$ cat src/rtl/module_switch_debounce.sv
// rtl/module_switch_debounce.sv - per-bit two-flop synchroniser, debouncer and edge strobe generator
module module_switch_debounce #(
  parameter int               WIDTH         = 13,
  parameter int               STABLE_CYCLES = 270000,
  parameter logic [WIDTH-1:0] RESET_VALUE   = '0
) (
  input  logic             clk,
  input  logic             rst,
  input  logic [WIDTH-1:0] sw_in,
  output logic [WIDTH-1:0] sw_out,
  output logic [WIDTH-1:0] sw_rise,
  output logic [WIDTH-1:0] sw_fall,
  output logic             any_change
);

  // A zero-length stable window has no meaning; refuse to elaborate.
  if (STABLE_CYCLES < 1) begin : g_bad_stable_cycles
    $error("module_switch_debounce: STABLE_CYCLES must be >= 1");
  end

  localparam int             CW   = $clog2(STABLE_CYCLES + 1);
  localparam logic [CW-1:0]  CMAX = CW'(STABLE_CYCLES - 1);
  localparam logic [CW-1:0]  CONE = CW'(1);

  logic [WIDTH-1:0] r_sync1;
  logic [WIDTH-1:0] r_sync2;
  logic [WIDTH-1:0] r_sw_out;
  logic [WIDTH-1:0] r_sw_rise;
  logic [WIDTH-1:0] r_sw_fall;
  logic             r_any_change;
  logic [CW-1:0]    r_cnt [WIDTH];

  logic [WIDTH-1:0] w_differs;
  logic [WIDTH-1:0] w_qualify;

  // Per-bit decision: a bit qualifies when it has disagreed for the full window.
  always_comb begin
    w_differs = r_sync2 ^ r_sw_out;
    w_qualify = '0;
    for (int i = 0; i < WIDTH; i++) begin
      w_qualify[i] = w_differs[i] && (r_cnt[i] == CMAX);
    end
  end

  // Two-flop synchroniser; nothing sits between the stages.
  always_ff @(posedge clk or posedge rst) begin
    if (rst) begin
      r_sync1 <= RESET_VALUE;
      r_sync2 <= RESET_VALUE;
    end else begin
      r_sync1 <= sw_in;
      r_sync2 <= r_sync1;
    end
  end

  // Stability counters: any agreeing cycle discards all accumulated credit.
  always_ff @(posedge clk or posedge rst) begin
    if (rst) begin
      for (int i = 0; i < WIDTH; i++) begin
        r_cnt[i] <= '0;
      end
    end else begin
      for (int i = 0; i < WIDTH; i++) begin
        if (!w_differs[i] || w_qualify[i]) begin
          r_cnt[i] <= '0;
        end else begin
          r_cnt[i] <= r_cnt[i] + CONE;
        end
      end
    end
  end

  // Accept qualified levels and register the matching one-cycle strobes.
  always_ff @(posedge clk or posedge rst) begin
    if (rst) begin
      r_sw_out     <= RESET_VALUE;
      r_sw_rise    <= '0;
      r_sw_fall    <= '0;
      r_any_change <= 1'b0;
    end else begin
      r_sw_out     <= r_sw_out ^ w_qualify;
      r_sw_rise    <= w_qualify & r_sync2;
      r_sw_fall    <= w_qualify & ~r_sync2;
      r_any_change <= |w_qualify;
    end
  end

  assign sw_out     = r_sw_out;
  assign sw_rise    = r_sw_rise;
  assign sw_fall    = r_sw_fall;
  assign any_change = r_any_change;

endmodule

$ cat config.mk
export PLATFORM = sky130hd
export DESIGN_NAME = module_switch_debounce
export DESIGN_NICKNAME = d
export VERILOG_FILES = /design/src/rtl/module_switch_debounce.sv
export SDC_FILE = /design/constraint.sdc
export NUM_CORES = 1
export LEC_CHECK = 0
export CAP_MARGIN = 40
export CORE_ASPECT_RATIO = 0.8
export CORE_MARGIN = 2
export CORE_UTILIZATION = 60
export DETAILED_ROUTE_END_ITERATION = 6
export GPL_TIMING_DRIVEN = 1
export MAX_ROUTING_LAYER = met4
export PLACE_DENSITY = 0.79
export SYNTH_ARGS = -nofsm -noshare
export SYNTH_HDL_FRONTEND = slang
export SYNTH_SLANG_ARGS = --single-unit
$ cat constraint.sdc
create_clock -name clk -period 14.2 [get_ports clk]
set_input_delay 2.13 -clock clk [delete_from_list [all_inputs] [get_ports clk]]
set_output_delay 2.13 -clock clk [all_outputs]
set_load 0.005 [all_outputs]
==> impl_metrics.yaml, run 1 <==
synth:
  yosysWarningCount: 0
  ys_seq_area_share_pct: 55.1
  syn_inst: 1361
  synth_area_mm2: 0.0142
  synth_ff_type: "dfrtp_1"
  ys_types: 50
  synth_top_area_share_pct: 55.1
  synth_area_leaders: "dfrtp_1 55%, nor2_1 7.6%, xor2_1 7.3%, xnor2_1 6.9%, nand3_1 3.2%"
  synth_commonest_cells: "313 x dfrtp_1, 286 x nor2_1, 119 x xor2_1"
  synth_edf_count: 0
  yosysMostFrequentCell: "dfrtp_1"
  synthArstFlopShare_pct: 100
  avgSynthCellArea_um2: 10.4
  synth_nets: 1389
  yosys_register_bits: 313
  synth_area_leader_cell: "dfrtp_1"
place:
  dp_hpwl_mm: 17.0
  portBuffers: 54
  place_congestion: 0.826
final_layout:
  drive_above_1_share_pct: 6.22
  n_fill_cell: 1728
  num-nets-final: 1452
  diodes: 0
  area_growth_pct: 13.1
  fin_util_pct: 68.8
die:
  die_y_um: 142
  pin_count: 55
  die_w_um: 176
  core_mm2: 0.0233
  rows: 50
  start_util_pct: 60.9
  dieArea_mm2: 0.0249
timing:
  period_share_pct: 28.4
  worst_slew_pin_slew_ps: 883
  fin_crit_ps: 4030
  timing.fmax_mhz: 248
  rsz0062_at_grt: "no"
  slew_headroom_pct: 40.6
  skew_ps: 20.4
  setup_violations: 0
  slew_viol_final: 0
  hold_viol: 0
  fin_tns_setup_ps: 0
setup_path:
  cp.required_ps: 14940
  cp_slowest_cell: "buf_4"
  start_kind: "input port"
  path_common_cell: "buf_4"
  worstPathCellList: "clkdlybuf4s50_1 > inv_8 > buf_4 > buf_4 > buf_12"
  arrival_ps: 4770
  r2r_cells: 6
  worstPathMaxFanout: 105
  cp-end-kind: "async pin"
  max_stage_delay_ps: 700
  crit_type: "in -> async"
global_routing:
  antenna_found_initial: 0
  grt_max_degree: 106
  gr-total-overflow: 0
  grt_pass1_wl_mm: 45.6
  grt_usage_pct: 22.4
  grt_pass1_vias: 9663
clock_network:
  cts_max_level: 1
  cts_buffer_depth: 3
  path_clk_slew_ps: 60
  cts_resized: 0
  clockRootBuffer: "clkbuf_16"
  cts_tree: "built"
  cts.sinks: 313
  clkLatencyLatePin_ps: 560
  post_cts_buffers: 0
  cts_buffers: 30
  cts_hold_buffers: 0
min_path:
  whs_path_depth: 0
  min_path_type: "reg -> reg"
power:
  powerDensity_mw_per_mm2: 112
  p_leak_nw: 6.86
  power_w: 0.00179
  peakVddDrop_v: 0.0000875
route:
  ant_nets: 0
  via_count: 9736
  firstDrtPassIters: 5
  wl_per_cell_um: 14.6
  drt-initial-drc-count: 692
  via_per_inst: 5.54
  drcViolationCount: 0
  drt_wl_total_mm: 25.6
status:
  status: "finished clean"
flow_run:
  cap_violations: 0
## where the power goes
group	switching [W]	leakage (nW)	total [W]	internal, W
combinational	0.0000363	2.07	0.0000525	0.0000163
clock	0.000333	0.508	0.000825	0.000492
sequential	0.0000126	4.28	0.000917	0.000905
## layout by cell type (no fill, tap or decap), drive strengths merged, types with 28 or more instances in the layout
cell and count:
and3 51, clkbuf 43, clkdlybuf4s50 54, dfrtp 313, inv 28, nand2 90, nand3 94, nand4 52
nor2 286, nor3 42, nor3b 29, xnor2 112, xor2 119
## critical path: cells and delay by family
family | cells | cell delay (ps)
buffers and inverters | 5 | 2490
## layout make-up
cell class,instances,area (um2),share of cell area [%]
clock inverter,11,166,1.04
timing repair buffer,59,611,3.80
tap,312,390,2.43
clock buffer,43,860,5.35
multi-input combinational,992,6080,37.9
inverter,28,113,0.701
sequential,313,7830,48.8
## worst paths after layout
kind,from,to,slack [ps]
setup / recovery,rst,r_cnt[73],10170
hold / removal,r_sync1[7],r_sync2[7],350
setup reg to reg,r_cnt[114],any_change,12050
hold reg to reg,r_sync1[7],r_sync2[7],350
max in group clk,flop,sw_out[0],10520
min in group asynchronous,rst,r_cnt[187],2100
## through the flow
step           worst slack, ps  hold WS (ps)  instance area, um2  cells
3_3_place_gp              9290           333               15000   1702
5_1_grt                   9780           356               16100   1758
6_report                 10170           347               16100   1758
3_5_place_dp              9480           335               15000   1704
2_1_floorplan             3410           331               14200   1361
4_1_cts                  10060           348               16100   1758
## registers in the layout (all words and copies together), names as in the netlist, named ones only
register    cells
sw_rise        13
r_sync2        13
any_change      1
sw_fall        13
r_cnt         247
r_sync1        13
## cells by family after synthesis
logic type,Yosys count,share of synthesized area (%)
and+or+nand+nor,728,26.1
DFF,313,55.1
xor gates and xnor gates,231,14.2
buffers and inverters,56,2.01
adders and majority gates,13,1.15
muxes,12,0.978
AOI/OAI and AO/OA,8,0.414
## per-layer routing
metal / global-route usage, % / wire length (um)
met1: 33.0 / 12800
met2: 33.7 / 11500
met3: 3.08 / 949
met4: 5.05 / 441
met5: - / 0
Power figures use the tool's default switching activity.
==> inputs of run 2 (changes only) <==
==> constraint.sdc (replaced) <==
create_clock -name clk -period 3.8 [get_ports clk]
set_input_delay 0.57 -clock clk [delete_from_list [all_inputs] [get_ports clk]]
set_output_delay 0.57 -clock clk [all_outputs]
set_load 0.005 [all_outputs]
==> impl_metrics.yaml, run 2 (same netlist as run 1, synthesis figures left out) <==
setup_path:
  rr_startpoint: "r_cnt[0]"
  arrival_ps: 1550
  timing.rr.end: "r_cnt[12]"
  rrSetupSlack_ps: 1740
  crit_type: "reg -> out"
  r2r_cells: 6
  cp_num_buf_inv: 1
  path_delay_family: "buffers and inverters"
  start_kind: "flop"
  worstPathCellList: "clkdlybuf4s50_1"
  max_stage_delay_ps: 540
  worstPathMaxFanout: 6
  cp_slowest_cell: "clkdlybuf4s50_1"
  cp-end-kind: "primary output"
  cp.required_ps: 3230
final_layout:
  diodes: 0
  num-nets-final: 1456
  layout_commonest_cell: "dfrtp_1"
  drive_above_1_share_pct: 6.82
  area_growth_pct: 13.8
  regMostFlops: "r_cnt"
  layout_common_cells: "313 x dfrtp_1, 286 x nor2_1, 119 x xor2_1, 112 x xnor2_1, 91 x nand3_1"
  instances_no_fill: 1764
  n_fill_cell: 1683
  multi_input_comb_area_mm2: 0.00608
  seqCellArea_mm2: 0.00783
  largest_register_ff_count: 247
  fin_area_mm2: 0.0162
clock_network:
  clkLatencyLatePin_ps: 560
  cts.sinks: 313
  cts_tree: "built"
  clockRootBuffer: "clkbuf_16"
  cts_max_level: 1
  path_clk_slew_ps: 60
  cts_resized: 0
  cts_buffer_depth: 3
  cts_hold_buffers: 0
  cts_buffers: 31
  post_cts_buffers: 0
route:
  wl_met2_mm: 11.6
  wl_per_cell_um: 14.6
  drt-initial-drc-count: 852
  wl_met1_mm: 12.7
  drt_wl_total_mm: 25.8
  drcViolationCount: 0
  via_per_inst: 5.50
  route.met3.wl_um: 944
  firstDrtPassIters: 5
  ant_nets: 0
  top_layer_used: "met4"
  via_count: 9696
place:
  portBuffers: 54
  post-place-cells: 1707
  place_congestion: 0.867
  place_ws_ps: 1790
  dp_hpwl_mm: 17.2
  dpl-instance-area_mm2: 0.0151
timing:
  setup_violations: 0
  slew_viol_final: 0
  fin_tns_setup_ps: 0
  fin_crit_ps: 2120
  worst_slew_pin_slew_ps: 875
  slew_headroom_pct: 41.1
  skew_ps: 24.0
  rsz0062_at_grt: "no"
  hold_viol: 0
  final.setup.worst_slack_ps: 1680
  period_share_pct: 55.7
  timing.fmax_mhz: 473
power:
  clkPwrFrac_pct: 46.7
  swShare_pct: 20.9
  p_leak_nw: 6.91
  power_w: 0.00681
  p_int_w: 0.00539
  p_seq_share_pct: 50.3
  powerDensity_mw_per_mm2: 421
  switchingPower_w: 0.00142
  comb_power_share_pct: 3.0
  peakVddDrop_v: 0.000311
flow_run:
  cap_violations: 0
die:
  start_util_pct: 60.9
  die_w_um: 176
  die_y_um: 142
  rows: 50
  pin_count: 55
  core_mm2: 0.0233
  dieArea_mm2: 0.0249
min_path:
  whs_path_depth: 0
  min_to: "r_sync2[9]"
  min_path_type: "reg -> reg"
  min-delay-start: "r_sync1[9]"
status:
  status: "finished clean"
global_routing:
  grt_pass1_wl_mm: 45.4
  grt_usage_pct: 22.3
  grt_pass1_vias: 9611
  grt_max_degree: 71
  gr-total-overflow: 0
  antenna_found_initial: 0
run 2: cell count changes in the layout (fill, tap and decap cells not counted):
cell / change
buf_12: +4
inv_6: +1
clkbuf_1: -3
inv_8: -1
clkbuf_16: +1
clkbuf_8: +3
buf_16: -1
clkinv_8: -1
clkinvlp_4: +3
run 2: routing by layer:
metal / up-vias / GRT usage (%)
met3: 49 / 2.92
met5: - / -
li1: 4733 / -
met1: 4726 / 32.9
met4: 0 / 5.09
met2: 188 / 33.5
run 2: through the flow:
step	utilization, %	hold WS (ps)
after CTS	69.3	348
after detailed placement	64.6	335
after global routing	69.3	359
after global placement	64.5	332
after floorplan	-	331
final	69.3	346
run 2: cell type report:
cell class | count | area share [%]
Clock buffer | 44 | 5.66
Clock inverter | 13 | 1.08
Inverter | 28 | 0.673
Multi-Input combinational cell | 992 | 37.6
Sequential cell | 313 | 48.4
Tap cell | 312 | 2.41
Timing Repair Buffer | 62 | 4.10
run 2: how the worst max path moves through the flow:
stage	slack, ps	start	endpoint	cells after the start
2_1_floorplan	-940	rst	async pin	1
3_3_place_gp	1790	rst	r_cnt[10]	3
3_5_place_dp	1790	r_cnt[19]	r_cnt[29]	6
4_1_cts	1650	flop	sw_out[0]	1
5_1_grt	1520	r_cnt[38]	r_cnt[50]	6
6_report	1680	flop	sw_out[0]	1
run 2: power groups by stage:
| stage | Clock, W | Sequential, W | Combinational (W) |
|---|---|---|---|
| final | 0.00318 | 0.00343 | 0.000206 |
| after global routing | 0.00338 | 0.00343 | 0.000239 |
| after CTS | 0.00326 | 0.00343 | 0.000214 |
| after detailed placement | 0 | 0.00349 | 0.000211 |
| after global placement | 0 | 0.00348 | 0.000203 |
| after floorplan | 0 | 0.00348 | 0.000149 |
==> RTL change 1, RTL diff (flow settings as in run 1) <==
Add an input register stage for `sw_in`, without a reset; this delays it by one clock.
--- a/src/rtl/module_switch_debounce.sv
+++ b/src/rtl/module_switch_debounce.sv
@@ -13,4 +13,10 @@
   output logic             any_change
 );
+
+  logic [WIDTH-1:0] sw_q;
+
+  always_ff @(posedge clk) begin
+    sw_q <= sw_in;
+  end
 
   // A zero-length stable window has no meaning; refuse to elaborate.
@@ -49,5 +55,5 @@
       r_sync2 <= RESET_VALUE;
     end else begin
-      r_sync1 <= sw_in;
+      r_sync1 <= sw_q;
       r_sync2 <= r_sync1;
     end
Formal check against the unedited RTL: same outputs for any inputs over 10 cycles, from zero or initial values and one cycle with rst high; that may be too few to reach the edited logic, so the function may still have changed.
==> RTL change 1 against run 1 <==
  * Sequential cell count grew 13
  * Synthesized area grew 1.8%
  * Worst setup slack gained 42 ps
  * Power grew 7.8%
  * Sequential share of layout area grew 0.38 points
  * Global-route usage grew 0.19 points
  * Sequential power grew 4.3%
  * Die area grew 1.8%
  * Final area grew 2.5%
  * Wire length grew 2.8%
  * Non-clock buffer count shrank 1
  * Utilization grew 1.2 points
  * Critical path type unchanged
==> RTL change 1: results (changes against run 1) <==
| Metric | Value |
|---|---|
| Outcome | complete, no violations |
| FF-to-FF Start | r_cnt[0]$_DFF_PP0_ |
| Routability cong. | 0.846 (+2.5%) |
| Routed WL | 26.3 mm (+2.8%) |
| DR WL met3 | 1.29 mm (+36%) |
| Fraction of registers with async set/reset | 96.0% (-4.0 points) |
| Clk_lat worst skew | 520 ps (-40 ps) |
| Met2 wire len | 11.9 mm (+3.5%) |
| Post-Synth Adder-Cell Area | 1.12% (-0.021 points) |
| Clock buffer count from CTS | 34 (+13%) |
| Metal-1 WL | 12.7 mm (-0.80%) |
| Synth cell types | 51 (+2.0%) |
| Final Skew | 19.4 ps (-1.03 ps) |
| Placed cell count | 1716 (+0.70%) |
| Syn Area/Cell | 10.5 µm² (+0.87%) |
| Hold_sp | sw_q[4]$_DFF_P_ |
| Met3 GRT Util | 4.45% (+1.4 points) |
| M1 GR Usage | 31.7% (-1.3 points) |
| H-tree Lvls | 2 (+1) |
| Sequential area share after synthesis | 56.0% (+0.81 points) |
| DR vias/cell | 5.53 (-0.11%) |
| Pre-CTS setup slack | 9530 ps (+49.4 ps) |
| Post-synthesis compound-gate area fraction | 0.407% (-0.0075 points) |
| Drt initial violations | 765 (+11%) |
| Leak Pwr | 7.04 nW (+2.6%) |
| Syn nets | 1402 (+0.94%) |
| Top area cells in the synthesized netlist | dfrtp_1 54%, nor2_1 7.4%, xor2_1 7.2% |
-- RTL change 1: changes by cell type in the layout (fill, tap and decap cells not counted), sizes merged --
cell | run 1 | this run
dfxtp | 0 | 13
inv | 28 | 29
clkbuf | 43 | 49
clkinvlp | 0 | 2
buf | 5 | 4
bufinv | 4 | 3
-- RTL change 1: power by group --
part | switching [mW] | internal [mW]
registers | 0.0127 | 0.943
logic | 0.0362 | 0.0157
clock network | 0.360 | 0.566
-- RTL change 1: cells by family (layout without fill, tap and decap cells) --
| group | after synthesis | after routing |
|---|---|---|
| muxes | 12 | 12 |
| AOI/OAI and AO/OA | 8 | 8 |
| xor gates and xnor gates | 231 | 231 |
| and+or+nand+nor | 728 | 728 |
| buffers and inverters | 56 | 148 |
| DFF | 326 | 326 |
| adders and majority gates | 13 | 13 |
-- RTL change 1: worst max-delay path, stage by stage --
cell and delay (ps):
clkdlybuf4s50_1 500, inv_8 540, buf_4 750, buf_4 370, buf_16 300
-- RTL change 1: worst max path at each step --
stage / slack [ps] / to / depth (start not counted)
6_report: 10210 / r_cnt[57]$_DFF_PP0_ / 5
5_1_grt: 9780 / sw_fall[6]$_DFF_PP0_ / 5
4_1_cts: 10060 / r_cnt[58]$_DFF_PP0_ / 5
3_5_place_dp: 9530 / sw_fall[9]$_DFF_PP0_ / 5
3_3_place_gp: 9200 / asynchronous set/reset pin / 4
2_1_floorplan: 3410 / asynchronous set/reset pin / 1
-- RTL change 1: cell type report --
type | count | area [µm²]
clock buffer | 49 | 1040
clock inverter | 13 | 149
fill | 1703 | 7060
inverter | 28 | 113
multi-input combinational | 992 | 6080
sequential | 326 | 8090
tap | 312 | 390
timing repair buffer | 58 | 591
==> RTL change 2, RTL diff (flow settings as in run 1) <==
Without the edit above. `WIDTH`: 13 -> 26.
--- a/src/rtl/module_switch_debounce.sv
+++ b/src/rtl/module_switch_debounce.sv
@@ -1,5 +1,5 @@
 // rtl/module_switch_debounce.sv - per-bit two-flop synchroniser, debouncer and edge strobe generator
 module module_switch_debounce #(
-  parameter int               WIDTH         = 13,
+  parameter int               WIDTH         = 26,
   parameter int               STABLE_CYCLES = 270000,
   parameter logic [WIDTH-1:0] RESET_VALUE   = '0
Interface: changed (resized sw_fall, sw_in, sw_out and sw_rise); port bits go from 55 to 107. No check against the original RTL was run, so the function may have changed too.
==> RTL change 2 against run 1 <==
  * Non-clock buffer count is 59 higher
  * Clock skew barely moved
  * Sequential cell count is 312 higher
  * Synthesized area up 95%
  * Final area increased by 97%
  * Power grew 100%
  * Wire length rose by 110%
  * Worst setup slack lost 64 ps
==> RTL change 2: results (changes against run 1) <==
| Metric | Value |
|---|---|
| Synth Area in XOR/XNOR | 14.1% (-0.11 points) |
| Worst Hold Endpoint | r_sync2[4]$_DFF_PP0_ |
| Outcome | complete, no violations |
| FF-to-FF Start | r_cnt[76]$_DFF_PP0_ |
| Post-Synth Adder-Cell Area | 1.17% (+0.027 points) |
| Syn Area/Cell | 10.4 µm² (-0.17%) |
| Sequential area share after synthesis | 56.3% (+1.2 points) |
| Syn nets | 2719 (+96%) |
| FILL cells | 3259 (+89%) |
| Drt initial violations | 1147 (+66%) |
| Post-synthesis compound-gate area fraction | 0.937% (+0.52 points) |
| Max reg flops | 494 (+100%) |
| Synth cell types | 48 (-4.0%) |
| Placed inst area | 0.0295 mm² (+96%) |
| DR WL met3 | 1.98 mm (+110%) |
| Vias in the first global route | 19143 (+98%) |
| Mux share of post-synthesis cell area | 0.946% (-0.031 points) |
| R2R depth | 7 (+1) |
| Share of cells above drive strength 1 | 5.57% (-0.65 points) |
| Routability cong. | 0.843 (+2.1%) |
| Largest net degree at the start of global routing | 186 (+75%) |
| Arr. time, crit path | 4730 ps (-40 ps) |
| Hold Slack | 348 ps (+0.891 ps) |
| Total GRT Usage | 23.1% (+0.69 points) |
| Slew @ Worst Pin | 1070 ps (+186 ps) |
| Leak Pwr | 13.8 nW (+100%) |
| Metal-1 WL | 24.6 mm (+93%) |
| Pre-CTS setup slack | 9420 ps (-64.1 ps) |
| Initial antenna violation count | 1 (+1) |
| Clock buffer count from CTS | 59 (+97%) |
| Final std cells w/o fill | 3450 (+96%) |
| First-pass GRT wire length | 90.8 mm (+99%) |
| Nets | 2843 (+96%) |
| H-tree Lvls | 2 (+1) |
| HPWL after DPL | 35.0 mm (+110%) |
RTL change 2: cell types whose count changed after synthesis, moves of 37 or more:
cell and change:
dfrtp_1 +312, xnor2_1 +81, xor2_1 +136, nand4_1 +37, and3_1 +67, nand3_1 +133, nor2_1 +273, nand2_1 +56
RTL change 2: layout make-up:
class | count | share of cell area, %
flip-flops and latches | 625 | 49.4
multi-input cells | 1932 | 36.9
repair buffers | 118 | 3.93
clock inverters | 27 | 1.35
inverters | 53 | 0.640
well taps | 612 | 2.42
clock buffers | 81 | 5.31
diodes | 2 | 0.0158
RTL change 2: worst max path at each step:
stage | startpoint | depth (start not counted) | end | slack, ps
3_5_place_dp | rst | 7 | r_cnt[456]$_DFF_PP0_ | 9420
6_report | rst | 7 | r_cnt[473]$_DFF_PP0_ | 10110
5_1_grt | rst | 7 | r_cnt[478]$_DFF_PP0_ | 9760
4_1_cts | rst | 7 | r_cnt[475]$_DFF_PP0_ | 10060
3_3_place_gp | rst | 5 | r_cnt[459]$_DFF_PP0_ | 8950
2_1_floorplan | rst | 1 | asynchronous set/reset pin | 3540
RTL change 2: power by group through the flow:
stage | registers, mW | clock network [mW] | logic, mW
finish | 1.83 | 1.70 | 0.104
global placement | 1.86 | 0 | 0.0975
floorplan | 1.86 | 0 | 0.0727
CTS | 1.83 | 1.74 | 0.107
global route | 1.83 | 1.81 | 0.120
detailed placement | 1.86 | 0 | 0.105
RTL change 2: layer usage:
layer	track usage [%]	vias up
li1	-	9232
met1	31.6	9457
met2	36.3	322
met3	3.44	95
met4	6.87	0
met5	-	-
